`src/rtl/hazard_ctrl.sv`:
```
// Hazard controller for the five-stage F/D/E/M/W pipeline.
// Detects D-stage read-after-write hazards against E/M results that are not
// ready yet, drives the front-end freeze and the D->E bubble, selects the
// forwarding sources, sequences the multi-cycle MDU busy window and counts
// stall cycles. Every combinational output reads 0 while reset_n is low.
module hazard_ctrl #(
    parameter int unsigned MULT_CYCLES = 5,
    parameter int unsigned DIV_CYCLES  = 10,
    parameter int unsigned CNT_W       = 4
) (
    input  logic        clk,
    input  logic        reset_n,
    input  logic        ifReGrf1_D,
    input  logic        ifReGrf2_D,
    input  logic [4:0]  grfRa1_D,
    input  logic [4:0]  grfRa2_D,
    input  logic [4:0]  tUseRs_D,
    input  logic [4:0]  tUseRt_D,
    input  logic        ifReGrf1_E,
    input  logic        ifReGrf2_E,
    input  logic [4:0]  grfRa1_E,
    input  logic [4:0]  grfRa2_E,
    input  logic [4:0]  grfRa2_M,
    input  logic        ifWrGrf_E,
    input  logic        ifWrGrf_M,
    input  logic        ifWrGrf_W,
    input  logic [4:0]  grfWa_E,
    input  logic [4:0]  grfWa_M,
    input  logic [4:0]  grfWa_W,
    input  logic [4:0]  tNew_E,
    input  logic [4:0]  tNew_M,
    input  logic        mduUse_D,
    input  logic        mduStart_E,
    input  logic        mduIsDiv_E,
    output logic        stall_Pc,
    output logic        stall_IfId,
    output logic        flush_IdEx,
    output logic [1:0]  fwdRs_D,
    output logic [1:0]  fwdRt_D,
    output logic [1:0]  fwdRs_E,
    output logic [1:0]  fwdRt_E,
    output logic        fwdRt_M,
    output logic        mduBusy,
    output logic [31:0] stallCnt
);

    localparam logic [CNT_W-1:0] MULT_LOAD = CNT_W'(MULT_CYCLES);
    localparam logic [CNT_W-1:0] DIV_LOAD  = CNT_W'(DIV_CYCLES);
    localparam logic [CNT_W-1:0] CNT_ONE   = CNT_W'(1);

    localparam logic [1:0] SRC_PIPE = 2'd0;
    localparam logic [1:0] SRC_E    = 2'd1;
    localparam logic [1:0] SRC_M    = 2'd2;
    localparam logic [1:0] SRC_W    = 2'd3;

    typedef enum logic {
        MDU_IDLE = 1'b0,
        MDU_BUSY = 1'b1
    } mdu_state_e;

    mdu_state_e       mdu_state_q;
    logic [CNT_W-1:0] mdu_cnt_q;
    logic             mdu_busy_q;
    logic [31:0]      stall_cnt_q;
    logic [31:0]      stall_cnt_d;

    logic             stall_rs;
    logic             stall_rt;
    logic             stall_mdu;
    logic             stall_any;
    logic [1:0]       fwd_rs_d_raw;
    logic [1:0]       fwd_rt_d_raw;
    logic [1:0]       fwd_rs_e_raw;
    logic [1:0]       fwd_rt_e_raw;
    logic             fwd_rt_m_raw;

    // A writer matches a reader only for a nonzero destination register.
    function automatic logic wr_hit(input logic we, input logic [4:0] wa, input logic [4:0] ra);
        return we && (wa != 5'd0) && (wa == ra);
    endfunction

    // D-stage data hazards: result still in flight longer than the reader can wait.
    always_comb begin
        stall_rs = 1'b0;
        stall_rt = 1'b0;
        if (ifReGrf1_D) begin
            stall_rs = (wr_hit(ifWrGrf_E, grfWa_E, grfRa1_D) && (tNew_E > tUseRs_D)) ||
                       (wr_hit(ifWrGrf_M, grfWa_M, grfRa1_D) && (tNew_M > tUseRs_D));
        end
        if (ifReGrf2_D) begin
            stall_rt = (wr_hit(ifWrGrf_E, grfWa_E, grfRa2_D) && (tNew_E > tUseRt_D)) ||
                       (wr_hit(ifWrGrf_M, grfWa_M, grfRa2_D) && (tNew_M > tUseRt_D));
        end
        stall_mdu = mduUse_D && (mdu_busy_q || mduStart_E);
        stall_any = stall_rs || stall_rt || stall_mdu;
    end

    // Forwarding sources, youngest ready producer first.
    always_comb begin
        fwd_rs_d_raw = SRC_PIPE;
        fwd_rt_d_raw = SRC_PIPE;
        fwd_rs_e_raw = SRC_PIPE;
        fwd_rt_e_raw = SRC_PIPE;
        fwd_rt_m_raw = 1'b0;

        if (wr_hit(ifWrGrf_E, grfWa_E, grfRa1_D) && (tNew_E == 5'd0))      fwd_rs_d_raw = SRC_E;
        else if (wr_hit(ifWrGrf_M, grfWa_M, grfRa1_D) && (tNew_M == 5'd0)) fwd_rs_d_raw = SRC_M;
        else if (wr_hit(ifWrGrf_W, grfWa_W, grfRa1_D))                     fwd_rs_d_raw = SRC_W;

        if (wr_hit(ifWrGrf_E, grfWa_E, grfRa2_D) && (tNew_E == 5'd0))      fwd_rt_d_raw = SRC_E;
        else if (wr_hit(ifWrGrf_M, grfWa_M, grfRa2_D) && (tNew_M == 5'd0)) fwd_rt_d_raw = SRC_M;
        else if (wr_hit(ifWrGrf_W, grfWa_W, grfRa2_D))                     fwd_rt_d_raw = SRC_W;

        // E operands never come from E itself; a non-reading E slot keeps the pipe value.
        if (ifReGrf1_E) begin
            if (wr_hit(ifWrGrf_M, grfWa_M, grfRa1_E) && (tNew_M == 5'd0)) fwd_rs_e_raw = SRC_M;
            else if (wr_hit(ifWrGrf_W, grfWa_W, grfRa1_E))                fwd_rs_e_raw = SRC_W;
        end
        if (ifReGrf2_E) begin
            if (wr_hit(ifWrGrf_M, grfWa_M, grfRa2_E) && (tNew_M == 5'd0)) fwd_rt_e_raw = SRC_M;
            else if (wr_hit(ifWrGrf_W, grfWa_W, grfRa2_E))                fwd_rt_e_raw = SRC_W;
        end

        fwd_rt_m_raw = wr_hit(ifWrGrf_W, grfWa_W, grfRa2_M);
    end

    // Outputs held at 0 for as long as reset is asserted.
    always_comb begin
        stall_Pc   = reset_n && stall_any;
        stall_IfId = reset_n && stall_any;
        flush_IdEx = reset_n && stall_any;
        fwdRs_D    = reset_n ? fwd_rs_d_raw : SRC_PIPE;
        fwdRt_D    = reset_n ? fwd_rt_d_raw : SRC_PIPE;
        fwdRs_E    = reset_n ? fwd_rs_e_raw : SRC_PIPE;
        fwdRt_E    = reset_n ? fwd_rt_e_raw : SRC_PIPE;
        fwdRt_M    = reset_n && fwd_rt_m_raw;
    end

    // MDU busy sequencer; a new start always reloads, even mid-operation.
    always_ff @(posedge clk or negedge reset_n) begin
        if (!reset_n) begin
            mdu_state_q <= MDU_IDLE;
            mdu_cnt_q   <= '0;
            mdu_busy_q  <= 1'b0;
        end else if (mduStart_E) begin
            mdu_state_q <= MDU_BUSY;
            mdu_cnt_q   <= mduIsDiv_E ? DIV_LOAD : MULT_LOAD;
            mdu_busy_q  <= 1'b1;
        end else if (mdu_state_q == MDU_BUSY) begin
            if (mdu_cnt_q <= CNT_ONE) begin
                mdu_state_q <= MDU_IDLE;
                mdu_cnt_q   <= '0;
                mdu_busy_q  <= 1'b0;
            end else begin
                mdu_cnt_q   <= mdu_cnt_q - CNT_ONE;
            end
        end
    end

    // Next stall-count value; wraps naturally at 2^32.
    always_comb begin
        stall_cnt_d = stall_cnt_q;
        if (stall_any) stall_cnt_d = stall_cnt_q + 32'd1;
    end

    // Stall-cycle performance counter register.
    always_ff @(posedge clk or negedge reset_n) begin
        if (!reset_n) stall_cnt_q <= '0;
        else          stall_cnt_q <= stall_cnt_d;
    end

    assign mduBusy  = mdu_busy_q;
    assign stallCnt = stall_cnt_q;

endmodule
```
`config.mk`:
```
export PLATFORM = sky130hd
export DESIGN_NAME = hazard_ctrl
export DESIGN_NICKNAME = d
export VERILOG_FILES = /design/src/rtl/hazard_ctrl.sv
export SDC_FILE = /design/constraint.sdc
export NUM_CORES = 1
export LEC_CHECK = 0
export ABC_AREA = 1
export CORE_UTILIZATION = 55
export DETAILED_ROUTE_END_ITERATION = 12
export DONT_BUFFER_PORTS = 1
export PLACE_DENSITY = 0.68
export SYNTH_ARGS = -nofsm -noshare
export SYNTH_HDL_FRONTEND = slang
export SYNTH_SLANG_ARGS = --single-unit
```
`constraint.sdc`:
```
create_clock -name clk -period 3.9 [get_ports clk]
set_input_delay 0.585 -clock clk [delete_from_list [all_inputs] [get_ports clk]]
set_output_delay 0.585 -clock clk [all_outputs]
set_load 0.02 [all_outputs]
```
==> summary.txt <==
Placement
  – Buffers on Ports: 0
  – Placed insts: 657
  – HPWL after DPL: 7260 µm
  – Gpl congestion: 0.853

Floorplanning
  – Die Height: 86.5 µm
  – IO Pins: 117
  – Area of the core: 6830 µm²
  – Die ar.: 7480 µm²
  – Die Width: 86.5 µm
  – Placement Rows: 30
  – Initial Util: 57.5%

Detailed routing
  – Post-Route WL: 9540 µm
  – Vias/cell: 5.39
  – Via count: 3591
  – Drt first pass iters: 4
  – Drt first-iter violations: 203
  – Drc violations: 0
  – Final ANT Viol Nets: 0
  – Drt wl/cell: 14.3 µm

CTS
  – Clk slew on worst S/H paths: 80 ps
  – CTS root buffer: clkbuf_8
  – Clock tree from TritonCTS: built
  – CTS resizes: 0
  – Post-CTS setup buffers: 0
  – Number of buffers created by CTS: 5
  – # H-tree levels: 2
  – Cts hold-fix bufs: 1
  – CTS Sinks: 38
  – Worst-skew pair later-pin latency: 290 ps
  – Bufs on Longest Clock Path: 2

Critical path
  – Slowest-stage cell, CP: inv_1
  – CP Buf/Inv Count: 3
  – Crit path DAT: 2390 ps
  – Critical path class: in2out
  – Worst EP required: 3310 ps
  – Crit path cell chain: inv_1 > ha_1 > nand2_1 > inv_1 > nand3_1 > nor2_1 > nor2_1 > nor2_1 > nand2_1 > nand2_1 > nand2_2 > nand3_4 > nand2_1 > inv_1
  – CP max FO: 33
  – Top delay family on crit path: simple AND/OR/NAND/NOR gates
  – CP endpoint kind: primary output
  – Max incr delay on CP: 390 ps
  – Top cell by count, worst path: nand2_1
  – CP startpoint kind: input port

Synth
  – Synth Instances: 582
  – Simple-Gate Fraction of Synth Area: 41.7%
  – Mean post-synth cell area: 6.75 µm²
  – Xor/xnor share of the synthesized area: 14.0%
  – FF+latch count, synth: 38
  – Cell Area, Synth: 3930 µm²
  – Post-Synth Adder-Cell Area: 7.32%
  – Largest family of logic cells by synthesized area: simple AND/OR/NAND/NOR gates
  – Warnings, synthesis: 0
  – Multiplexer area fraction after synthesis: 0%
  – Compound-cell area share of the yosys netlist: 3.28%
  – Post-synth cell types: 35
  – Syn_nets: 677
  – Sequential-to-total area share from yosys stat: 24.2%

Timing
  – # setup viols final: 0
  – Slew at the pin with the worst max-slew slack: 1050 ps
  – RSZ-0062 raised after global routing: false
  – Worst clock skew: 13.3 ps
  – Post-Route Setup TNS: 0 ps
  – Fmax: 336 MHz
  – Final Cycle Share: 76.4%
  – Hold violation total from the final report: 0
  – Slew headroom: 29.9%
  – Max-slew violations: 0
  – Fin crit period: 2980 ps

Final layout
  – Number of diodes: 0
  – Cell Count, Final, Fillers Out: 666
  – Fin nets: 664
  – P&R area growth vs syn: 3.34%
  – Layout cells sized above 1: 5.44%
  – Footprint of the multi-input gates: 2610 µm²
  – Flip-flop and latch area: 951 µm²
  – Filler cell count in the final layout: 665

GRT
  – First-pass GRT wire length: 16200 µm
  – Grt total ovfl: 0
  – Total GRT Usage: 26.9%
  – Initial antenna violation count: 0
  – Vias in the first global route: 3534
  – Largest net degree at the start of global routing: 39

Power and ir drop
  – Max VDD drop: 0.311 mV
  – Pleak: 2.15 nW
  – Pwr Total: 1.18 mW
  – Power Density: 291 nW/µm²

Outcome
  – Outcome: finished clean

Flow run
  – Max cap viols: 0

Hold path
  – HP Class: in2async
==> state kept, by name, indices dropped and copies added (netlist names) <==
name	count
mdu_state_q	1
stallCnt	32
mduBusy	1
mdu_cnt_q	4
==> cells by family (layout without fill, tap and decap cells) <==
logic type      count (synthesis)  in the layout
fa+ha+maj                      23             23
buf+inv                        85             73
compound gates                 23             23
xor+xnor                       62             62
flops                          38             38
simple gates                  351            351
==> cells in the mapped netlist <==
| cell | n | area share (%) |
|---|---|---|
| nand2_1 | 201 | 19 |
| inv_1 | 60 | 5.7 |
| nand4_1 | 46 | 7.3 |
| dfrtp_1 | 38 | 24 |
| nor2_1 | 36 | 3.4 |
| xnor2_1 | 32 | 7.1 |
| xor2_1 | 29 | 6.5 |
| ha_1 | 23 | 7.3 |
| nand3_1 | 21 | 2.7 |
| nor3_1 | 19 | 2.4 |
| a21oi_1 | 14 | 1.8 |
| buf_4 | 8 | 1.5 |
| clkbuf_1 | 8 | 0.76 |
| buf_2 | 6 | 0.76 |
| nand2_2 | 4 | 0.64 |
| nand3b_1 | 4 | 0.76 |
| nor2_4 | 4 | 1.1 |
| nor3b_1 | 4 | 0.76 |
| o21ai_0 | 4 | 0.51 |
| buf_6 | 2 | 0.57 |
| nand3_2 | 2 | 0.51 |
| nor2_2 | 2 | 0.32 |
| nor4_1 | 2 | 0.32 |
| o221ai_1 | 2 | 0.45 |
| a2111oi_0 | 1 | 0.22 |
| inv_2 | 1 | 0.095 |
| nand2_4 | 1 | 0.29 |
| nand3_4 | 1 | 0.45 |
| nand4_4 | 1 | 0.54 |
| nor2_8 | 1 | 0.51 |
| nor3_2 | 1 | 0.25 |
| o21a_1 | 1 | 0.19 |
| o21ai_1 | 1 | 0.13 |
| or2_2 | 1 | 0.16 |
| xor2_2 | 1 | 0.41 |
==> per-stage QoR <==
stage                     utilization [%]  instance area [µm²]  setup slack [ps]  hold WS (ps)
after floorplan                         -                 3930              1150           289
after global placement               57.6                 3930               973           290
after detailed placement             57.6                 3930               933           290
after CTS                            59.4                 4060               924           126
after global routing                 59.4                 4060               708           117
final                                59.4                 4060               922           123
==> placed cells by master, fill, tap and decap left out, types with 2 or more instances in the layout <==
cell type  netlist  final
nand2_1        201    201
inv_1           60     60
nand4_1         46     46
dfrtp_1         38     38
nor2_1          36     36
xnor2_1         32     32
xor2_1          29     29
ha_1            23     23
nand3_1         21     21
nor3_1          19     19
a21oi_1         14     14
clkbuf_8         0      5
nor3b_1          4      4
o21ai_0          4      4
nand2_2          4      4
nand3b_1         4      4
nor2_4           4      4
buf_4            8      3
nand3_2          2      2
nor2_2           2      2
nor4_1           2      2
o221ai_1         2      2
clkbuf_1         8      2
==> metal layers <==
metal / track usage, % / part of all wire, % / routed length [µm] / up-vias
met2: 44.2 / 45 / 4290 / 98
met1: 35.9 / 48 / 4540 / 1633
met4: 5.45 / 1.3 / 123 / 0
met3: 6.95 / 6.1 / 581 / 10
li1: - / - / - / 1850
met5: 0 / 0 / 0 / -
==> worst paths after layout <==
check,slack (ps),cells after the start,from,to
max in group asynchronous,3570,1,reset_n,mduBusy
setup reg to reg,1820,12,stallCnt[0],stallCnt[28]
hold / removal,120,1,reset_n,stallCnt[19]
setup / recovery,920,14,tUseRs_D[4],flush_IdEx
min in group clk,430,2,mduStart_E,mduBusy
hold reg to reg,560,1,mdu_cnt_q[0],mdu_cnt_q[0]
==> where the power goes <==
group          internal (mW)  switching, mW  total [mW]
combinational          0.132          0.182       0.314
sequential             0.443         0.0914       0.534
clock                  0.192          0.141       0.333
==> layout make-up <==
type	count	share of cell area, %
Sequential cell	38	23.4
Clock inverter	1	0.740
Multi-Input combinational cell	459	64.3
Inverter	61	5.64
Clock buffer	7	1.88
Tap cell	96	2.96
Timing Repair Buffer	4	1.05
No activity file was read; power rests on OpenSTA's default activity.
